**src/rtl/mavg_window_ctrl_if.sv**
```systemverilog
// Control/status and filter-side signal bundle for mavg_window_ctrl.
// The optional stats word exists only when MAVG_WINDOW_CTRL_STATS_EN is defined.
interface mavg_window_ctrl_if #(
    parameter int LEN_W = 4
);
    logic [LEN_W-1:0] cfg_len_log;
    logic             cfg_enable;
    logic             cfg_flush;
    logic             sample_valid;
    logic             flt_clear;
    logic             flt_en;
    logic [LEN_W-1:0] flt_len_log;
    logic             out_valid;
    logic             busy;
    logic [31:0]      status;
`ifdef MAVG_WINDOW_CTRL_STATS_EN
    logic [31:0]      stats;

    modport master (
        output cfg_len_log, cfg_enable, cfg_flush, sample_valid,
        input  flt_clear, flt_en, flt_len_log,
        input  out_valid, busy, status, stats
    );

    modport slave (
        input  cfg_len_log, cfg_enable, cfg_flush, sample_valid,
        output flt_clear, flt_en, flt_len_log,
        output out_valid, busy, status, stats
    );
`else
    modport master (
        output cfg_len_log, cfg_enable, cfg_flush, sample_valid,
        input  flt_clear, flt_en, flt_len_log,
        input  out_valid, busy, status
    );

    modport slave (
        input  cfg_len_log, cfg_enable, cfg_flush, sample_valid,
        output flt_clear, flt_en, flt_len_log,
        output out_valid, busy, status
    );
`endif
endinterface

```
**src/rtl/mavg_window_ctrl.sv**
```systemverilog
// Moving-average window sequencer: flush on reconfig, fill count, output gating.
// Optional MAVG_WINDOW_CTRL_STATS_EN adds reconfig/drop counters on bus.stats.
module mavg_window_ctrl #(
    parameter int MAX_LEN_LOG  = 10,
    parameter int FLUSH_CYCLES = 4,
    parameter int LEN_W        = 4
) (
    input  logic               clk,
    input  logic               reset,
    mavg_window_ctrl_if.slave  bus
);

    localparam logic [1:0] S_IDLE  = 2'd0;
    localparam logic [1:0] S_FLUSH = 2'd1;
    localparam logic [1:0] S_FILL  = 2'd2;
    localparam logic [1:0] S_RUN   = 2'd3;

    localparam int CW  = MAX_LEN_LOG + 1;
    localparam int FCW = (FLUSH_CYCLES > 1) ? $clog2(FLUSH_CYCLES) : 1;

    localparam logic [LEN_W-1:0] MAX_LEN = LEN_W'(MAX_LEN_LOG);
    localparam logic [FCW-1:0]   F_LOAD  = FCW'(FLUSH_CYCLES - 1);

    logic [LEN_W-1:0] r_cfg_len;
    logic             r_cfg_en;
    logic             r_cfg_flush;
    logic             r_cfg_flush_d;

    logic [1:0]       r_state;
    logic [LEN_W-1:0] r_len;
    logic [FCW-1:0]   r_fcnt;
    logic [CW-1:0]    r_fill;

    logic             r_clear;
    logic             r_en_gate;
    logic             r_out_valid;
    logic             r_busy;
    logic [31:0]      r_status;

    logic [1:0]       w_nxt_state;
    logic [LEN_W-1:0] w_nxt_len;
    logic [FCW-1:0]   w_nxt_fcnt;
    logic [CW-1:0]    w_nxt_fill;
    logic [LEN_W-1:0] w_req_len;
    logic [CW-1:0]    w_target;
    logic [CW-1:0]    w_fill_inc;
    logic             w_flush_edge;
    logic             w_len_chg;
    logic             w_reenter;

    always_ff @(posedge clk or negedge reset) begin
        if (!reset) begin
            r_cfg_len     <= '0;
            r_cfg_en      <= 1'b0;
            r_cfg_flush   <= 1'b0;
            r_cfg_flush_d <= 1'b0;
        end else begin
            r_cfg_len     <= bus.cfg_len_log;
            r_cfg_en      <= bus.cfg_enable;
            r_cfg_flush   <= bus.cfg_flush;
            r_cfg_flush_d <= r_cfg_flush;
        end
    end

    always_comb begin
        w_req_len    = (r_cfg_len > MAX_LEN) ? MAX_LEN : r_cfg_len;
        w_flush_edge = r_cfg_flush & ~r_cfg_flush_d;
        w_len_chg    = (w_req_len != r_len);
        w_target     = CW'(1) << r_len;
        w_fill_inc   = r_fill + CW'(1);
    end

    always_comb begin
        w_nxt_state = r_state;
        w_nxt_len   = r_len;
        w_nxt_fcnt  = r_fcnt;
        w_nxt_fill  = r_fill;
        w_reenter   = 1'b0;
        if (r_state == S_IDLE) begin
            if (r_cfg_en) begin
                w_nxt_state = S_FLUSH;
                w_nxt_len   = w_req_len;
                w_nxt_fcnt  = F_LOAD;
            end
        end else if (!r_cfg_en) begin
            w_nxt_state = S_IDLE;
        end else if (w_len_chg) begin
            w_nxt_state = S_FLUSH;
            w_nxt_len   = w_req_len;
            w_nxt_fcnt  = F_LOAD;
            w_reenter   = 1'b1;
        end else if (w_flush_edge) begin
            w_nxt_state = S_FLUSH;
            w_nxt_fcnt  = F_LOAD;
            w_reenter   = 1'b1;
        end else begin
            unique case (r_state)
                S_FLUSH: begin
                    if (r_fcnt == '0) begin
                        w_nxt_state = S_FILL;
                        w_nxt_fill  = '0;
                    end else begin
                        w_nxt_fcnt = r_fcnt - FCW'(1);
                    end
                end
                S_FILL: begin
                    if (bus.sample_valid) begin
                        w_nxt_fill = w_fill_inc;
                        if (w_fill_inc == w_target)
                            w_nxt_state = S_RUN;
                    end
                end
                default: ;
            endcase
        end
    end

    // Output flags are registered from the next state so they align with r_state.
    always_ff @(posedge clk or negedge reset) begin
        if (!reset) begin
            r_state     <= S_IDLE;
            r_len       <= '0;
            r_fcnt      <= '0;
            r_fill      <= '0;
            r_clear     <= 1'b1;
            r_en_gate   <= 1'b0;
            r_out_valid <= 1'b0;
            r_busy      <= 1'b0;
            r_status    <= '0;
        end else begin
            r_state     <= w_nxt_state;
            r_len       <= w_nxt_len;
            r_fcnt      <= w_nxt_fcnt;
            r_fill      <= w_nxt_fill;
            r_clear     <= (w_nxt_state == S_IDLE) ||
                           (w_nxt_state == S_FLUSH);
            r_en_gate   <= (w_nxt_state == S_FILL) ||
                           (w_nxt_state == S_RUN);
            r_out_valid <= (w_nxt_state == S_RUN);
            r_busy      <= (w_nxt_state == S_FLUSH) ||
                           (w_nxt_state == S_FILL);
            r_status    <= {r_state, 14'b0, 8'(r_len), 8'(r_fill)};
        end
    end

    assign bus.flt_clear   = r_clear;
    assign bus.flt_en      = bus.sample_valid & r_en_gate;
    assign bus.flt_len_log = r_len;
    assign bus.out_valid   = r_out_valid;
    assign bus.busy        = r_busy;
    assign bus.status      = r_status;

`ifdef MAVG_WINDOW_CTRL_STATS_EN
    logic [15:0] r_reconfig_cnt;
    logic [15:0] r_drop_cnt;

    always_ff @(posedge clk or negedge reset) begin
        if (!reset) begin
            r_reconfig_cnt <= '0;
            r_drop_cnt     <= '0;
        end else begin
            if (w_reenter && (r_reconfig_cnt != 16'hFFFF))
                r_reconfig_cnt <= r_reconfig_cnt + 16'd1;
            if (bus.sample_valid && (r_state == S_FLUSH) &&
                (r_drop_cnt != 16'hFFFF))
                r_drop_cnt <= r_drop_cnt + 16'd1;
        end
    end

    assign bus.stats = {r_reconfig_cnt, r_drop_cnt};
`endif

endmodule
```
**src/flat_wrapper.sv**
```systemverilog
// flat-port wrapper written by rule: the top's interface ports become plain ports
module mavg_window_ctrl_flat 
#(
    parameter int MAX_LEN_LOG  = 10,
    parameter int FLUSH_CYCLES = 4,
    parameter int LEN_W        = 4
)
  (clk, reset, bus_cfg_len_log, bus_cfg_enable, bus_cfg_flush, bus_sample_valid, bus_flt_clear, bus_flt_en, bus_flt_len_log, bus_out_valid, bus_busy, bus_status);
  mavg_window_ctrl_if #(.LEN_W(LEN_W)) bus_i ();
  input  logic clk;
  input  logic reset;
  input wire logic [$bits(bus_i.cfg_len_log)-1:0] bus_cfg_len_log;
  input wire logic [$bits(bus_i.cfg_enable)-1:0] bus_cfg_enable;
  input wire logic [$bits(bus_i.cfg_flush)-1:0] bus_cfg_flush;
  input wire logic [$bits(bus_i.sample_valid)-1:0] bus_sample_valid;
  output wire logic [$bits(bus_i.flt_clear)-1:0] bus_flt_clear;
  output wire logic [$bits(bus_i.flt_en)-1:0] bus_flt_en;
  output wire logic [$bits(bus_i.flt_len_log)-1:0] bus_flt_len_log;
  output wire logic [$bits(bus_i.out_valid)-1:0] bus_out_valid;
  output wire logic [$bits(bus_i.busy)-1:0] bus_busy;
  output wire logic [$bits(bus_i.status)-1:0] bus_status;
  assign bus_i.cfg_len_log = bus_cfg_len_log;
  assign bus_i.cfg_enable = bus_cfg_enable;
  assign bus_i.cfg_flush = bus_cfg_flush;
  assign bus_i.sample_valid = bus_sample_valid;
  assign bus_flt_clear = bus_i.flt_clear;
  assign bus_flt_en = bus_i.flt_en;
  assign bus_flt_len_log = bus_i.flt_len_log;
  assign bus_out_valid = bus_i.out_valid;
  assign bus_busy = bus_i.busy;
  assign bus_status = bus_i.status;
  mavg_window_ctrl #(.MAX_LEN_LOG(MAX_LEN_LOG), .FLUSH_CYCLES(FLUSH_CYCLES), .LEN_W(LEN_W)) u_core (.clk(clk), .reset(reset), .bus(bus_i));
endmodule
```
**config.mk**
```make
export PLATFORM = sky130hd
export DESIGN_NAME = mavg_window_ctrl_flat
export DESIGN_NICKNAME = d
export VERILOG_FILES = /design/src/rtl/mavg_window_ctrl_if.sv /design/src/rtl/mavg_window_ctrl.sv /design/src/flat_wrapper.sv
export SDC_FILE = /design/constraint.sdc
export NUM_CORES = 1
export LEC_CHECK = 0
export ABC_AREA = 1
export CAP_MARGIN = 20
export CORE_MARGIN = 5
export CORE_UTILIZATION = 50
export CTS_BUF_LIST = sky130_fd_sc_hd__clkbuf_8
export DETAILED_ROUTE_END_ITERATION = 8
export PLACE_DENSITY = 0.84
export REMOVE_ABC_BUFFERS = 1
export SYNTH_ARGS = -nofsm -noshare
export SYNTH_HDL_FRONTEND = slang
export SYNTH_SLANG_ARGS = --single-unit
```
**constraint.sdc**
```tcl
create_clock -name clk -period 4.5 [get_ports clk]
set_input_delay 0.9 -clock clk [delete_from_list [all_inputs] [get_ports clk]]
set_output_delay 0.9 -clock clk [all_outputs]
set_load 0.01 [all_outputs]
```
# Word level (Yosys, flattened, before mapping)
# Cells that the tools add are included.
word_totals:
  reg_bits: 44
  in_bits: 9
  out_inout_bits: 40
  wordCells: 69
classes:
  n_addsub: 2
  n_lt_le_gt_ge: 1
  eq_ne: 10
  n_shift: 1
  mux: 24
  bitwise_logic: 6
  reduce_logical: 12
op_table:
  columns: ["operator", "n"]
  rows:
  - ["2-bit two-way mux", 15]
  - ["11-bit two-way mux", 2]
  - ["11-bit one-hot mux with 2 select lines", 1]
  - ["4-bit two-way mux", 5]
  - ["11-bit by 1-bit adder with 11-bit output (second input constant)", 1]
  - ["11-bit == test", 1]
  - ["1-bit by 4-bit << shifter with 11-bit output (first input constant)", 1]
  - ["7-bit AND reduction", 1]
  - ["2-bit == test (second input constant)", 3]
  - ["2-bit zero test", 3]
  - ["2-bit by 1-bit == test with 1-bit output (second input constant)", 2]
  - ["4-bit greater-than comparator (second input constant)", 1]
  - ["4-bit by 1-bit inequality test with 1-bit output (second input constant)", 1]
  - ["4-bit inequality test", 1]
  - ["1-bit NOT", 4]
  - ["2-bit one-hot mux with 2 select lines", 1]
  - ["2-bit nonzero test", 2]
  - ["4-bit nonzero test", 1]
  - ["1-bit logical OR", 3]
  - ["3-bit AND reduction", 1]
  - ["1-bit bitwise AND", 2]
  - ["2-bit by 1-bit inequality test with 1-bit output (second input constant)", 1]
  - ["2-bit inequality test (second input constant)", 1]
  - ["2-bit AND reduction", 1]
  - ["2-bit by 1-bit subtractor with 2-bit output (second input constant)", 1]

# Depth between registers and ports, before layout
# Gate-level depths: netlist of run 1.
logic_depth:
  depth_word: 11
  depth_mapped: 17
  depth_no_buf: 16

# Worst setup path after synthesis of run 1
# OpenSTA, ideal clock, no wires.
synth_path:
  path_kind: "input -> output"
  startpoint: "in bus_sample_valid"
  endpoint: "out bus_flt_en"
  t_arrival_ps: 1009
  t_required_ps: 3600
  path_slack_ps: 2591
  cell_stages: 2
  n_path_buf: 0
  cell_sequence: "nand2_1 -> inv_1"
synth_between:
  elab_chain_cells: 1
synth_lines:
  columns: ["item", "line", "text"]
  rows:
  - ["from (decl)", "flat_wrapper.sv:15", "input wire logic [$bits(bus_i.sample_valid)-1:0] bus_sample_valid;"]
  - ["1-bit bitwise AND", "mavg_window_ctrl.sv:147", "assign bus.flt_en = bus.sample_valid & r_en_gate;"]
  - ["to (decl)", "flat_wrapper.sv:17", "output wire logic [$bits(bus_i.flt_en)-1:0] bus_flt_en;"]
# No other way between the ends.

# Worst setup path after layout of run 1
# Same ends and word-level chain as after synthesis.

==> qor.csv, run 1 <==
metric;value;unit
status;finished clean;
largest family of logic cells by synthesized area;simple AND/OR/NAND/NOR gates;
CORE AREA;4755;um2
Critical Path AT;2.01;ns
number of global-route vias before repair;1864;
post-synthesis adder-cell area fraction;0.03040;
layout cell share with drive strength beyond 1;0.07386;
router iterations before antenna repair;4;
Gate Count Post-Synth;319;
hold slack;0.3816;ns
WS Path Type;in2out;
Routed WL;4772;um
Placer Congestion;0.8934;
endpoints failing setup;0;
sequential element share of the synthesized area;0.4463;
Worst Skew;0.008960;ns
htree depth;2;
TritonCTS buffer count;5;
Root Buffer Master;clkbuf_8;
R2R depth;8;
die area;6446;um2
Non-Filler Instances;419;
via count;2053;
setup_tns;0;ns
hold path depth;0;
minimum clock period;2.915;ns
Yosys top cell area share;0.4357;
Worst-Skew Late Latency;0.30;ns
Crit. End Element;output port;
PwrDens;426.9;nW/um2
final net count;366;
Detail Route Antenna Nets;0;
Yosys top cell by area;dfrtp_1;
largest net degree at the start of global routing;45;
maxcap violations;0;
initial antenna violation count;0;
number of port buffers;30;
Synth Area per Inst;7.743;um2
FFs w/ async S/R, synth;1.000;
Clock transition at path regs;0.08;ns
die width;80.29;um
starting density of the core;0.5195;
EDFF count, synth;0;
GRT Util Overall;0.1615;
f_max;0.3431;GHz
clk buf depth;2;
area delta synth->final;15.65;%
Die Span Y;80.29;um
first-pass GRT wire length;8128;um
most frequent cell after synthesis;nand2_1;
mapped cell area;2470;um2
worst vdd ir;0.2005;mV
XOR/XNOR share of the synthesized area;0.01722;
worst-margin pin slew;0.9255;ns
RSZ-0062 raised after global routing;no;
grt total ovfl;0;
CP required;3.60;ns
DRC;0;
ant diodes;0;
Leak;0.001419;uW
mux cell area share after synthesis;0;
relative slew slack;0.3830;
CTS tree;done;
Placed Cells;411;
HP Class;reg2reg;
#FFs+latches synth;44;
Max FO, Critical Path;3;
top cells by count, synth;nand2_1 (86), dfrtp_1 (43), inv_1 (42);
cell row count;25;
# IOs;49;
Post-Synth Simple-Gate Area;0.3055;
# Post-CTS Setup Buffers;0;
Synth Area in Compound Gates;0.06079;
routed vias/inst;4.900;
initial drt markers;134;
Netlist cell types;31;
# hold bufs at CTS;0;
Final Cycle Share;0.6478;
hpwl dp;3702;um
TritonCTS Sinks;44;
Post-synth top flop;dfrtp_1;
DR WL/cell;11.39;um
final hold vios;0;
CP startpoint kind;input pin;
largest cells by area after synthesis;dfrtp_1 (44%), nand2_1 (13%), inv_1 (6.4%);
Yosys Warn Count;0;
post-cts resize count;0;
max-slew violations;0;
[worst max-delay path, stage by stage]
cell and delay, ns:
clkdlybuf4s50_1 0.49, nand2_1 0.05, inv_1 0.04, clkdlybuf4s50_1 0.52
[where the power goes]
part,internal (uW),switching (uW)
Clock,162,125
Combinational,160,230
Sequential,471,70.8
Total,793,426
[flip-flops by register name (all words and copies together), names as in the netlist, 2 cells and up]
register,cells
u_core.r_fcnt,2
u_core.r_state,2
u_core.r_cfg_len,4
u_core.r_fill,11
u_core.bus.flt_len_log,4
u_core.bus.status,14
[cell families after synthesis]
logic type	Yosys count
xor gates and xnor gates	4
adders and majority gates	6
DFF	44
AOI/OAI and AO/OA	28
and+or+nand+nor	168
buffers and inverters	68
other	1
[path summary, 6_finish.rpt]
| kind | from | slack (ns) | to |
|---|---|---|---|
| max reg2reg | u_core.r_state[0]$_DFF_PN0_ | 2.34 | u_core.r_fill[10]$_DFFE_PN0P_ |
| min in group asynchronous | reset | 0.74 | u_core.r_cfg_flush$_DFF_PN0_ |
| min | u_core.r_cfg_flush$_DFF_PN0_ | 0.38 | u_core.r_cfg_flush_d$_DFF_PN0_ |
| min reg2reg | u_core.r_cfg_flush$_DFF_PN0_ | 0.38 | u_core.r_cfg_flush_d$_DFF_PN0_ |
| max in group asynchronous | reset | 3.18 | u_core.r_fill[3]$_DFFE_PN0P_ |
| max | bus_sample_valid | 1.59 | bus_flt_en |
[layer usage]
| layer | track usage | vias up | share of wire |
|---|---|---|---|
| li1 | - | 1032 | - |
| met1 | 0.2009 | 945 | 0.44 |
| met2 | 0.2682 | 66 | 0.48 |
| met3 | 0.03587 | 10 | 0.061 |
| met4 | 0.06926 | 0 | 0.019 |
| met5 | 0 | - | 0 |
[area by class of cell]
cell class | count | area (um2)
Sequential cell | 44 | 1102
Clock inverter | 3 | 38.79
Inverter | 46 | 177.7
Timing Repair Buffer | 30 | 295.3
Tap cell | 67 | 83.83
Fill cell | 417 | 1898
Multi-Input combinational cell | 224 | 1090
Clock buffer | 5 | 68.82
[per-stage QoR]
step	utilization	cell area (um2)	worst slack, ns	power, uW
final	0.6008	2856	1.585	1219
after global placement	0.5782	2749	1.589	922.4
after floorplan	-	2370	2.591	787.8
after CTS	0.6008	2856	1.579	1227
after detailed placement	0.5782	2749	1.579	937.7
after global routing	0.6008	2856	1.531	1305
[placed cells by master (no fill, tap or decap), drive strengths merged, types with 2 or more instances in the layout]
master          n
conb           18
nand3b          2
clkinv          2
inv            46
ha              6
nor2           35
nand2          88
xnor2           2
xor2            2
o21ai          16
nor3            2
clkdlybuf4s50  29
nand4          10
dfrtp          43
nand3          31
a21oi           9
clkbuf          5
(Power assumes the default switching activity.)
==> inputs of run 2 (changes only) <==
CORE_UTILIZATION = 48   (was 50)
clock period = 2.6 ns   (was 4.5 ns; I/O delays follow)
==> qor.csv, run 2 (synthesis gave the netlist of run 1 again) <==
metric;value;unit;change
status;finished clean;;
setup_tns;0;ns;unchanged
Leak;0.001439;uW;+1.4%
number of flip-flops in the largest register;14;;unchanged
minimum clock period;2.172;ns;
TritonCTS Sinks;44;;unchanged
Final Cycle Share;0.8353;;
Clock transition at path regs;0.08;ns;about the same
Internal;1410;uW;+78%
Max FO, Critical Path;3;;unchanged
Crit. End Element;output port;;
first-pass GRT wire length;8411;um;+3.5%
htree depth;2;;unchanged
cells along the critical path;clkdlybuf4s50_1, nand2_1, inv_1, clkdlybuf4s50_1;;
via count;2079;;+1.3%
# hold bufs at CTS;0;;unchanged
hpwl dp;3667;um;-0.93%
final hold vios;0;;unchanged
clock share of power;0.252;;+0.016
cell row count;26;;+4.0%
Non-Filler Instances;424;;+1.2%
Worst Skew;0.006948;ns;-0.002012 ns
RSZ-0062 raised after global routing;no;;
CP startpoint kind;input pin;;
# fillers;449;;+7.7%
CTS tree;done;;
CP required;2.08;ns;-1.52 ns
worst-margin pin slew;0.5154;ns;-0.4101 ns
grt total ovfl;0;;unchanged
most frequent CP cell;clkdlybuf4s50_1;;
DR WL/cell;11.49;um;+0.85%
CP max stage cell;clkdlybuf4s50_1;;
post-cts resize count;0;;unchanged
Comb pwr share;0.316;;-0.004
final net count;368;;+0.55%
worst vdd ir;0.3657;mV;+82%
Die Span Y;81.73;um;+1.8%
layout cell share with drive strength beyond 1;0.08192;;+0.008057
f_max;0.4604;GHz;
worst stage delay on the critical path;0.53;ns;about the same
Root Buffer Master;clkbuf_8;;
number of global-route vias before repair;1934;;+3.8%
TritonCTS buffer count;5;;unchanged
GRT Util Overall;0.1621;;+0.0006176
commonest non-fill, non-tap cell in the layout;nand2_1;;
HP Class;in2async;;
Routed WL;4870;um;+2.1%
clk buf depth;2;;unchanged
DRC;0;;unchanged
WS Path Type;in2out;;
relative slew slack;0.6564;;+0.2734
ant diodes;0;;unchanged
routed vias/inst;4.903;;about the same
number of port buffers;30;;unchanged
# IOs;49;;unchanged
endpoints failing setup;0;;unchanged
Placed Cells;415;;+0.97%
Worst-Skew Late Latency;0.30;ns;about the same
Placer Congestion;0.8944;;+0.11%
starting density of the core;0.4898;;-0.02965
# Post-CTS Setup Buffers;0;;unchanged
largest net degree at the start of global routing;45;;unchanged
sequential group share of total power;0.432;;-0.012
area delta synth->final;17.78;%;
die width;81.73;um;+1.8%
maxcap violations;0;;unchanged
router iterations before antenna repair;4;;unchanged
PwrDens;745.1;nW/um2;+75%
initial drt markers;139;;+3.7%
NetSw;757.7;uW;+78%
die area;6680;um2;+3.6%
max-slew violations;0;;unchanged
initial antenna violation count;0;;unchanged
leading cell types in the layout, fill and taps excluded;nand2_1 (86), dfrtp_1 (43), inv_1 (42), nand3_1 (29), clkdlybuf4s50_1 (29);;
CORE AREA;5042;um2;+6.1%
sw frac;0.3496;;about the same
Detail Route Antenna Nets;0;;unchanged
Critical Path AT;1.65;ns;-0.36 ns
==> run 2: cell types whose count changed in the layout (fill, tap and decap cells not counted), sizes merged <==
cell	before	now
buf	1	3
clkbuf	5	6
inv	46	45
==> run 2: through the flow <==
step | power, uW | hold slack [ns] | instance area, um2 | setup slack, ns | util
floorplan | 1364 | 0.2244 | 2370 | 0.8385 | -
global placement | 1594 | 0.3583 | 2760 | 0.4486 | 0.5474
detailed placement | 1624 | 0.3662 | 2760 | 0.4276 | 0.5474
CTS | 2173 | 0.3859 | 2882 | 0.4252 | 0.5715
global route | 2312 | 0.2236 | 2909 | 0.2653 | 0.5769
finish | 2168 | 0.1827 | 2909 | 0.4282 | 0.5769
==> run 2: layout make-up <==
cell class / instances / area (um2) / area share
flip-flops and latches: 44 / 1102 / 0.3789
multi-input cells: 224 / 1090 / 0.3746
repair buffers: 32 / 330.3 / 0.1135
inverters: 46 / 177.7 / 0.06108
well taps: 70 / 87.58 / 0.03011
clock buffers: 6 / 82.58 / 0.02839
clock inverters: 2 / 38.79 / 0.01333
==> run 2: power groups by stage <==
| stage | logic [uW] | registers (uW) | clock network [uW] |
|---|---|---|---|
| after floorplan | 405 | 958 | 0 |
| after global placement | 649 | 946 | 0 |
| after detailed placement | 674 | 950 | 0 |
| after CTS | 679 | 937 | 557 |
| after global routing | 771 | 958 | 582 |
| final | 684 | 937 | 546 |
==> run 2: critical path: cells and delay by family <==
family	cells	cell delay, ns
buffers and inverters	3	1.08
AND/OR/NAND/NOR	1	0.06
==> run 2: path summary, 6_finish.rpt <==
kind	slack [ns]	endpoint	startpoint	cells after the start
setup / recovery	0.43	bus_flt_en	bus_sample_valid	4
hold / removal	0.18	u_core.r_cfg_flush_d$_DFF_PN0_	reset	1
setup reg to reg	0.57	u_core.bus.busy$_DFF_PN0_	u_core.r_fill[0]$_DFFE_PN0P_	16
hold reg to reg	0.38	u_core.r_cfg_flush_d$_DFF_PN0_	u_core.r_cfg_flush$_DFF_PN0_	0
max in group asynchronous	1.85	u_core.bus.flt_clear$_DFF_PN1_	reset	2
min in group clk	0.38	u_core.r_cfg_flush_d$_DFF_PN0_	u_core.r_cfg_flush$_DFF_PN0_	0
==> run 2: metal layers <==
metal | GRT usage | vias to the layer above | share of wire
met5 | 0 | - | 0
met4 | 0.06312 | 0 | 0.018
met3 | 0.03289 | 10 | 0.065
met2 | 0.2771 | 68 | 0.49
met1 | 0.2001 | 963 | 0.42
li1 | - | 1038 | -
